<file path="config.mk">
export PLATFORM = sky130hd
export DESIGN_NAME = regfile_wb_arbiter
export DESIGN_NICKNAME = d
export VERILOG_FILES = /design/src/rtl/jala_pkg.sv /design/src/rtl/wb_fifo.sv /design/src/rtl/regfile_wb_arbiter.sv
export SDC_FILE = /design/constraint.sdc
export NUM_CORES = 1
export LEC_CHECK = 0
export CELL_PAD_IN_SITES_DETAIL_PLACEMENT = 0
export CELL_PAD_IN_SITES_GLOBAL_PLACEMENT = 1
export CORE_MARGIN = 5
export CORE_UTILIZATION = 45
export DETAILED_ROUTE_END_ITERATION = 16
export MAX_ROUTING_LAYER = met4
export PLACE_DENSITY_LB_ADDON = 0.3
export RECOVER_POWER = 25
export REMOVE_ABC_BUFFERS = 1
export SLEW_MARGIN = 20
export SYNTH_ARGS = -nofsm -noshare
export SYNTH_HDL_FRONTEND = slang
export SYNTH_HIERARCHICAL = 1
export SYNTH_SLANG_ARGS = --single-unit
</file>
<file path="constraint.sdc">
create_clock -name clk -period 2.7 [get_ports clk]
set_input_delay 0.54 -clock clk [delete_from_list [all_inputs] [get_ports clk]]
set_output_delay 0.54 -clock clk [all_outputs]
set_load 0.03 [all_outputs]
</file>
<file path="src/rtl/jala_pkg.sv">
// Shared register-file writeback types and widths.
// Imported by the writeback FIFO and the writeback arbiter.
package jala_pkg;

    localparam int XLEN       = 32;
    localparam int REG_ADDR_W = 5;
    localparam int NUM_REGS   = 32;

    localparam logic [REG_ADDR_W-1:0] REG_X0 = 5'd0;

    typedef struct packed {
        logic [REG_ADDR_W-1:0] addr;
        logic [XLEN-1:0]       data;
    } wb_req_t;

endpackage

</file>
<file path="src/rtl/wb_fifo.sv">
// DEPTH-deep synchronous FIFO holding pending LSU writebacks.
// Head is presented combinationally on dout; reset discards contents.
module wb_fifo
    import jala_pkg::*;
#(
    parameter int DEPTH = 4
) (
    input  logic    clk,
    input  logic    reset,
    input  logic    push,
    input  logic    pop,
    input  wb_req_t din,
    output wb_req_t dout,
    output logic    empty,
    output logic    full
);

    localparam int PW = $clog2(DEPTH);
    localparam int CW = $clog2(DEPTH) + 1;

    wb_req_t         mem [DEPTH];
    logic [PW-1:0]   wr_ptr;
    logic [PW-1:0]   rd_ptr;
    logic [CW-1:0]   count;
    logic            do_push;
    logic            do_pop;

    assign empty   = (count == '0);
    assign full    = (count == CW'(DEPTH));
    assign do_push = push && !full;
    assign do_pop  = pop && !empty;
    assign dout    = mem[rd_ptr];

    // Storage needs no reset: the pointers alone define what is valid.
    always_ff @(posedge clk) begin
        if (do_push) begin
            mem[wr_ptr] <= din;
        end
    end

    always_ff @(posedge clk or posedge reset) begin
        if (reset) begin
            wr_ptr <= '0;
            rd_ptr <= '0;
            count  <= '0;
        end else begin
            if (do_push) begin
                wr_ptr <= wr_ptr + PW'(1);
            end
            if (do_pop) begin
                rd_ptr <= rd_ptr + PW'(1);
            end
            case ({do_push, do_pop})
                2'b10:   count <= count + CW'(1);
                2'b01:   count <= count - CW'(1);
                default: count <= count;
            endcase
        end
    end

endmodule

</file>
<file path="src/rtl/regfile_wb_arbiter.sv">
// Owns the register-file write port: merges ALU and buffered LSU writebacks,
// tracks pending destinations for decode, and throttles the ALU on LSU starvation.
module regfile_wb_arbiter
    import jala_pkg::*;
#(
    parameter int DEPTH        = 4,
    parameter int STARVE_LIMIT = 3
) (
    input  logic                  clk,
    input  logic                  reset,
    input  logic                  alu_wb_en,
    input  logic [REG_ADDR_W-1:0] alu_wb_addr,
    input  logic [XLEN-1:0]       alu_wb_data,
    input  logic                  lsu_wb_valid,
    output logic                  lsu_wb_ready,
    input  logic [REG_ADDR_W-1:0] lsu_wb_addr,
    input  logic [XLEN-1:0]       lsu_wb_data,
    input  logic                  issue_en,
    input  logic [REG_ADDR_W-1:0] issue_addr,
    input  logic [REG_ADDR_W-1:0] pend_addr1,
    input  logic [REG_ADDR_W-1:0] pend_addr2,
    output logic                  pend_hit1,
    output logic                  pend_hit2,
    output logic                  wb_stall,
    output logic                  rf_write_en,
    output logic [REG_ADDR_W-1:0] rf_write_addr,
    output logic [XLEN-1:0]       rf_write_data
);

    localparam int SW = $clog2(STARVE_LIMIT + 1);

    logic                fifo_empty;
    logic                fifo_full;
    logic                fifo_push;
    logic                fifo_pop;
    logic                alu_sel;
    wb_req_t             fifo_head;
    wb_req_t             lsu_req;
    logic [NUM_REGS-1:0] pending;
    logic [NUM_REGS-1:0] pending_next;
    logic [SW-1:0]       starve_cnt;
    logic [SW-1:0]       starve_next;

    // LSU handshake: a result transfers on a rising edge where lsu_wb_valid and
    // lsu_wb_ready are both high; ready depends only on registered FIFO state,
    // and x0 results still complete the handshake but are discarded.
    assign lsu_wb_ready = !fifo_full;
    assign lsu_req      = '{addr: lsu_wb_addr, data: lsu_wb_data};
    assign fifo_push    = lsu_wb_valid && lsu_wb_ready && (lsu_wb_addr != REG_X0);
    assign alu_sel      = alu_wb_en && (alu_wb_addr != REG_X0);
    assign fifo_pop     = !alu_sel && !fifo_empty;

    wb_fifo #(.DEPTH(DEPTH)) u_fifo (
        .clk   (clk),
        .reset (reset),
        .push  (fifo_push),
        .pop   (fifo_pop),
        .din   (lsu_req),
        .dout  (fifo_head),
        .empty (fifo_empty),
        .full  (fifo_full)
    );

    // Clear on pop is applied before set so a same-cycle issue keeps the bit.
    always_comb begin
        pending_next = pending;
        if (fifo_pop) begin
            pending_next[fifo_head.addr] = 1'b0;
        end
        if (issue_en && (issue_addr != REG_X0)) begin
            pending_next[issue_addr] = 1'b1;
        end
    end

    always_comb begin
        starve_next = starve_cnt;
        if (fifo_empty || fifo_pop) begin
            starve_next = '0;
        end else if (alu_sel && (starve_cnt != SW'(STARVE_LIMIT))) begin
            starve_next = starve_cnt + SW'(1);
        end
    end

    assign pend_hit1 = pending[pend_addr1];
    assign pend_hit2 = pending[pend_addr2];

    always_ff @(posedge clk or posedge reset) begin
        if (reset) begin
            pending    <= '0;
            starve_cnt <= '0;
            wb_stall   <= 1'b0;
        end else begin
            pending    <= pending_next;
            starve_cnt <= starve_next;
            wb_stall   <= (starve_next == SW'(STARVE_LIMIT));
        end
    end

    always_ff @(posedge clk or posedge reset) begin
        if (reset) begin
            rf_write_en   <= 1'b0;
            rf_write_addr <= '0;
            rf_write_data <= '0;
        end else if (alu_sel) begin
            rf_write_en   <= 1'b1;
            rf_write_addr <= alu_wb_addr;
            rf_write_data <= alu_wb_data;
        end else if (fifo_pop) begin
            rf_write_en   <= 1'b1;
            rf_write_addr <= fifo_head.addr;
            rf_write_data <= fifo_head.data;
        end else begin
            rf_write_en   <= 1'b0;
            rf_write_addr <= '0;
            rf_write_data <= '0;
        end
    end

    // Decode and the ALU pipeline must never present these combinations.
    a_issue_not_pending : assert property (@(posedge clk) disable iff (reset)
        (issue_en && issue_addr != REG_X0) |-> !pending[issue_addr]);
    a_alu_not_pending : assert property (@(posedge clk) disable iff (reset)
        alu_wb_en |-> !pending[alu_wb_addr]);
    a_alu_honours_stall : assert property (@(posedge clk) disable iff (reset)
        wb_stall |-> !alu_wb_en);

endmodule

</file>
Yosys cells after proc, flatten, opt, wreduce, memory -nomap -nowiden

Memories as Yosys holds them, arrays and structs flattened.
Index checks and enable logic that the tools add are counted.
W data, S select, Z words.

Reductions and logical operators: 19
$add $sub $neg: 5
Magnitude comparators: 6
Shifts and indexed selects: 0
Div/mod/pow operators: 0
Bitwise logic cells: 3
Multipliers: 0
Mux-type cells: 21
Equal/unequal tests: 5

Operator list:

| kind                  | number |
|---|---|
| $mux W32              | 4 |
| $and A32 B32 Y32      | 1 |
| $not A32 Y32          | 1 |
| $or A32 B32 Y32       | 1 |
| $lt A5 B6 Y1 const B  | 4 |
| $reduce_bool A5 Y1    | 3 |
| $bmux W1 S5           | 2 |
| $demux W1 S5          | 2 |
| $ge A5 B1 Y1 const B  | 2 |
| $logic_and A1 B1 Y1   | 10 |
| $mux W5               | 2 |
| $mux W1               | 8 |
| $add A2 B1 Y2 const B | 3 |
| $pmux W3 S2           | 1 |
| $eq A2 B2 Y1 const B  | 2 |
| $mux W2               | 2 |
| $add A3 B1 Y3 const B | 1 |
| $eq A3 B3 Y1 const B  | 1 |
| $logic_not A1 Y1      | 3 |
| $logic_not A3 Y1      | 1 |
| $sub A3 B1 Y3 const B | 1 |
| $eq A2 B1 Y1 const B  | 1 |
| $ne A2 B2 Y1 const B  | 1 |
| $reduce_bool A2 Y1    | 1 |
| $logic_or A1 B1 Y1    | 1 |

Memory bits (read-only): 0
Register bits: 80
Latch bits: 0
Memories: 1
RAM bits: 148
Input port bits: 94
Output and inout bits: 42

Memory list:

| memory     | words | width | read ports | clocked after Yosys merged registers in | wr ports | RTL line      | text |
|---|---|---|---|---|---|---|---|
| u_fifo.mem | 4     | 37    | 1          | 0                                       | 1        | wb_fifo.sv:21 | `wb_req_t mem [DEPTH];` |

Longest topological paths before layout

An unclocked memory read counts as a cell.

Word-level depth: 10
Depth in mapped cells: 11
Mapped depth without buffers: 11

Modules after synthesis

Netlist, hierarchy kept.

Modules (own cells, without submodules):

| module             | seq. area each (µm²) | area an instance (µm²) | instances | cells an instance |
|---|---|---|---|---|
| wb_fifo            | 4619.4               | 5759.3                 | 1         | 231 |
| regfile_wb_arbiter | 1826.8               | 3737.3                 | 1         | 421 |

Worst setup path before layout

Ideal clock, no wire load.

Path type: input -> register
Start: in alu_wb_addr[2]
End: reg u_fifo.count[2]
Arrival time: 2804 ps
Setup slack: -183 ps
Stages on the path: 11
Library setup time: 79 ps
Buffers on the path: 1
Path through: or4_4 -> o21a_1 -> buf_6 -> nor2_1 -> o31a_1 -> ha_1 -> inv_1 -> fa_1 -> xor2_1 -> nor2_1 -> xor2_1

Cells in the longest elaborated chain, start to end: 7

RTL lines:

| item                                              | RTL line                 | text |
|---|---|---|
| from (decl)                                       | regfile_wb_arbiter.sv:12 | `input logic [REG_ADDR_W-1:0] alu_wb_addr,` |
| $reduce_bool A5 Y1 *                              | regfile_wb_arbiter.sv:50 | `assign alu_sel = alu_wb_en && (alu_wb_addr != REG_X0);` |
| $logic_and A1 B1 Y1 *                             | regfile_wb_arbiter.sv:50 |  |
| $logic_not A1 Y1 *                                | regfile_wb_arbiter.sv:51 | `assign fifo_pop = !alu_sel && !fifo_empty;` |
| $logic_and A1 B1 Y1 *                             | regfile_wb_arbiter.sv:51 |  |
| net fifo_pop                                      | regfile_wb_arbiter.sv:35 | `logic fifo_pop;` |
| $logic_and A1 B1 Y1 *                             | wb_fifo.sv:31            | `assign do_pop = pop && !empty;` |
| net u_fifo.do_pop                                 | wb_fifo.sv:26            | `logic do_pop;` |
| $eq A2 B1 Y1 or $eq A2 B2 Y1 (tied branches)      | wb_fifo.sv:53            | `case ({do_push, do_pop})` |
| $pmux W3 S2 or $reduce_bool A2 Y1 (tied branches) | --                       |  |
| to (signal assigned)                              | wb_fifo.sv:54            | `2'b10: count <= count + CW'(1);` |
| to (signal assigned)                              | wb_fifo.sv:55            | `2'b01: count <= count - CW'(1);` |
| to (signal assigned)                              | wb_fifo.sv:56            | `default: count <= count;` |
| to (decl)                                         | wb_fifo.sv:24            | `logic [CW-1:0] count;` |

Mark *: on every way through the listed nets, which the timed path passes. The rest lies on a longest branch.
A chain may end at the register's enable or synchronous reset.

Final worst setup path

Same ends and word-level chain as after synthesis.

==> impl_metrics.env <==
export IMPL_syn_to_final_growth_pct=31.4
export IMPL_hold_violations=0
export IMPL_sw_frac_of_total_pct=31.8
export IMPL_path_cells="clkdlybuf4s50_1, or4_4, o21a_1, nor2_2, o31a_1, ha_2, inv_1, fa_2, xor2_1, nor2_1, xor2_1"
export IMPL_synth_compound_area_share_pct=3.74
export IMPL_seqPwrFrac_pct=40.7
export IMPL_synth_cell_types=43
export IMPL_ys_ff_latch=228
export IMPL_vdd_drop_max_mv=0.562
export IMPL_highest_signal_layer="met4"
export IMPL_crit_required_ps=3140
export IMPL_numPortBuffers=135
export IMPL_drv_cap=0
export IMPL_core_region_area_mm2=0.0209
export IMPL_drtAntennaViolNets=0
export IMPL_p_comb_share_pct=32.9
export IMPL_cts_tree="yes"
export IMPL_grt_max_degree=49
export IMPL_cts_max_path_buffers=3
export IMPL_p_leak_nw=4.83
export IMPL_critPathKind="input port to flop"
export IMPL_yosysWarnings=6
export IMPL_syn_avg_cell_area_um2=14.6
export IMPL_met2_wirelength_mm=11.5
export IMPL_slowest_delay_ps=530
export IMPL_crit_arrival_ps=3080
export IMPL_slowest_stage="or4_4"
export IMPL_maxSlewViolCount=0
export IMPL_fin_skew_ps=11.3
export IMPL_holdWs_ps=359
export IMPL_rows=53
export IMPL_fmax_mhz=378
export IMPL_synth_top_family_by_area="multiplexers"
export IMPL_worst_slew_pin_slew_ps=856
export IMPL_die_y_um=155
export IMPL_numCtsBuffers=24
export IMPL_cts_sinks=228
export IMPL_dr_wl_met3_mm=1.11
export IMPL_grt_util_all_layers_pct=19.5
export IMPL_synth_edf_count=148
export IMPL_dr_first_iter_drc_count=318
export IMPL_reg2reg_slack_ps=420
export IMPL_synth_xor_area_share_pct=0.646
export IMPL_ys_seq_area_share_pct=67.9
export IMPL_power_total_mw=12.8
export IMPL_fillers=1613
export IMPL_grt_pass1_vias=6612
export IMPL_critPathCaptureType="flop"
export IMPL_start_kind="input port"
export IMPL_p_int_mw=8.75
export IMPL_nNetsFinal=934
export IMPL_viasPerCell=5.33
export IMPL_drc=0
export IMPL_synthesis_area_mm2=0.00950
export IMPL_io_pins=136
export IMPL_seq_area_mm2=0.00645
export IMPL_initial_core_util_pct=45.5
export IMPL_die_x_um=155
export IMPL_worstSkewPairLatency_ps=520
export IMPL_setup_viol=0
export IMPL_synth_adder_area_share_pct=1.00
export IMPL_synth_flop_cell="edfxtp_1"
export IMPL_period_share_pct=97.9
export IMPL_grt_antenna_before_repair=2
export IMPL_dr_pass1_iters=5
export IMPL_clk_pin_slew_ps=60
export IMPL_synth_cells=652
export IMPL_place_gp_congestion=0.859
export IMPL_outcome="complete, no violations"
export IMPL_clkPwrFrac_pct=26.4
export IMPL_synthSimpleGateAreaFrac_pct=12.1
export IMPL_hold_class="input port to flop"
export IMPL_root_buffer="clkbuf_16"
export IMPL_ys_async_sr_fraction_pct=35.1
export IMPL_post_dp_hpwl_mm=15.1
export IMPL_relSlewSlack_pct=42.8
export IMPL_cts_htree_levels=1
export IMPL_grt_pass1_wl_mm=36.1
export IMPL_multi_input_area_mm2=0.00288
export IMPL_drive_gt1_share_pct=17.7
export IMPL_overflow=0
export IMPL_wl_met1_mm=9.53
export IMPL_holdBufCountCts=0
export IMPL_vias=6012
export IMPL_power_density_mw_per_mm2=1030
export IMPL_path_max_fanout=2
export IMPL_wl_per_cell_um=19.9
export IMPL_synth_mux_area_share_pct=12.5
export IMPL_cpMostUsedCell="xor2_1"
export IMPL_die_area_mm2=0.0241
export IMPL_totalWireLength_mm=22.5
export IMPL_post_route_min_period_ps=2640
export IMPL_switching_power_mw=4.09
==> registers in the layout, summed over array words and instances (netlist names) <==
register	count
u_fifo/wr_ptr	2
wb_stall	1
starve_cnt	2
rf_write_en	1
pending	32
u_fifo/rd_ptr	2
rf_write_data	32
u_fifo/mem	148
u_fifo/count	3
rf_write_addr	5
==> critical path, delay by kind of cell <==
kind	cells	cell delay [ps]
compound gates	2	390
xor+xnor	2	300
fa+ha+maj	2	570
buf+inv	2	490
simple gates	3	790
==> through the flow <==
stage          setup TNS [ps]  cell area, um^2  instances  util, %  setup WS [ps]
6_report                    0            12500       1128     59.7           55.7
5_1_grt                 -12.8            12500       1128     59.7          -12.8
4_1_cts                     0            12400       1124     59.5           15.5
3_5_place_dp            -6390            11500       1075     55.2           -509
3_3_place_gp            -5490            11500       1075     55.2           -437
2_1_floorplan          -17080             9330        619        -           -553
==> power groups by stage <==
stage / Combinational [mW] / Clock [mW] / Sequential [mW]
2_1_floorplan: 2.02 / 0 / 5.71
3_3_place_gp: 4.14 / 0 / 5.22
3_5_place_dp: 4.24 / 0 / 5.27
4_1_cts: 4.27 / 3.48 / 5.22
5_1_grt: 4.60 / 3.64 / 5.31
6_report: 4.22 / 3.40 / 5.22
==> layer usage <==
| metal | global-route usage (%) | up-vias |
|---|---|---|
| met5 | - | - |
| met4 | 4.84 | 0 |
| met3 | 3.23 | 27 |
| met2 | 32.8 | 172 |
| met1 | 25.2 | 3052 |
| li1 | - | 2761 |
==> cell type report <==
| class | count | share of cell area (%) |
|---|---|---|
| Antenna cell | 2 | 0.0401 |
| Clock buffer | 27 | 4.98 |
| Clock inverter | 17 | 1.66 |
| Inverter | 9 | 0.281 |
| Multi-Input combinational cell | 382 | 23.1 |
| Sequential cell | 228 | 51.7 |
| Tap cell | 275 | 2.76 |
| Timing Repair Buffer | 188 | 15.5 |
==> cell usage after synthesis, types with 5 or more instances <==
cell,number,area (um^2)
a21oi_1,6,30.0
a22oi_1,8,60.1
and2_1,7,43.8
buf_2,5,25.0
clkbuf_1,18,67.6
dfrtp_1,80,2000
edfxtp_1,148,4440
ha_1,6,75.1
inv_1,9,33.8
mux2i_1,34,340
mux4_2,37,833
nand2_1,146,548
nand2b_1,7,43.8
nand3_1,5,25.0
nand3b_1,35,263
nor2_1,13,48.8
nor2b_1,6,37.5
nor3_1,5,25.0
o21ai_0,25,125
o21ai_1,9,45.0
==> cells by family after synthesis <==
| family | Yosys count |
|---|---|
| xor gates and xnor gates | 7 |
| DFF | 228 |
| adders and majority gates | 7 |
| buffers and inverters | 42 |
| and+or+nand+nor | 237 |
| AOI/OAI and AO/OA | 59 |
| muxes | 72 |
==> placed cells by master, fill, tap and decap left out, types with 5 or more instances in the layout <==
cell type and instances:
a21oi_1 6, mux4_2 37, buf_4 41, inv_1 8, ha_1 5, nand3_1 5
mux2i_1 34, nand3b_1 35, o21ai_0 25, a22oi_1 8, nand2_1 146, clkbuf_16 24
nor2b_1 5, dfrtp_1 78, nand2b_1 7, clkdlybuf4s50_1 99, and2_2 5, dlygate4sd3_1 31
nor2_1 11, o21ai_1 8, edfxtp_1 148, buf_12 11
==> what timing repair did <==
| action | 4_1_cts | 5_1_grt |
|---|---|---|
| pin swaps | 0 | 5 |
| gates resized for setup | 12 | 9 |
| setup endpoints to repair | 2 | 2 |
| cloned | 2 | 0 |
| setup buffers | 3 | 2 |
==> path summary, 6_finish.rpt <==
path,to,cells after the start,start
setup reg to reg,u_fifo/count[2]$_DFFE_PP0P_,11,u_fifo/count[0]$_DFFE_PP0P_
hold / removal,rf_write_addr[0]$_DFF_PP0_,3,alu_wb_addr[0]
min in group asynchronous,u_fifo/count[2]$_DFFE_PP0P_,2,reset
hold reg to reg,pending[0]$_DFF_PP0_,1,pending[0]$_DFF_PP0_
max in group asynchronous,pending[27]$_DFF_PP0_,3,reset
setup / recovery,u_fifo/count[2]$_DFFE_PP0P_,11,alu_wb_addr[2]
Power figures use the tool's default switching activity.
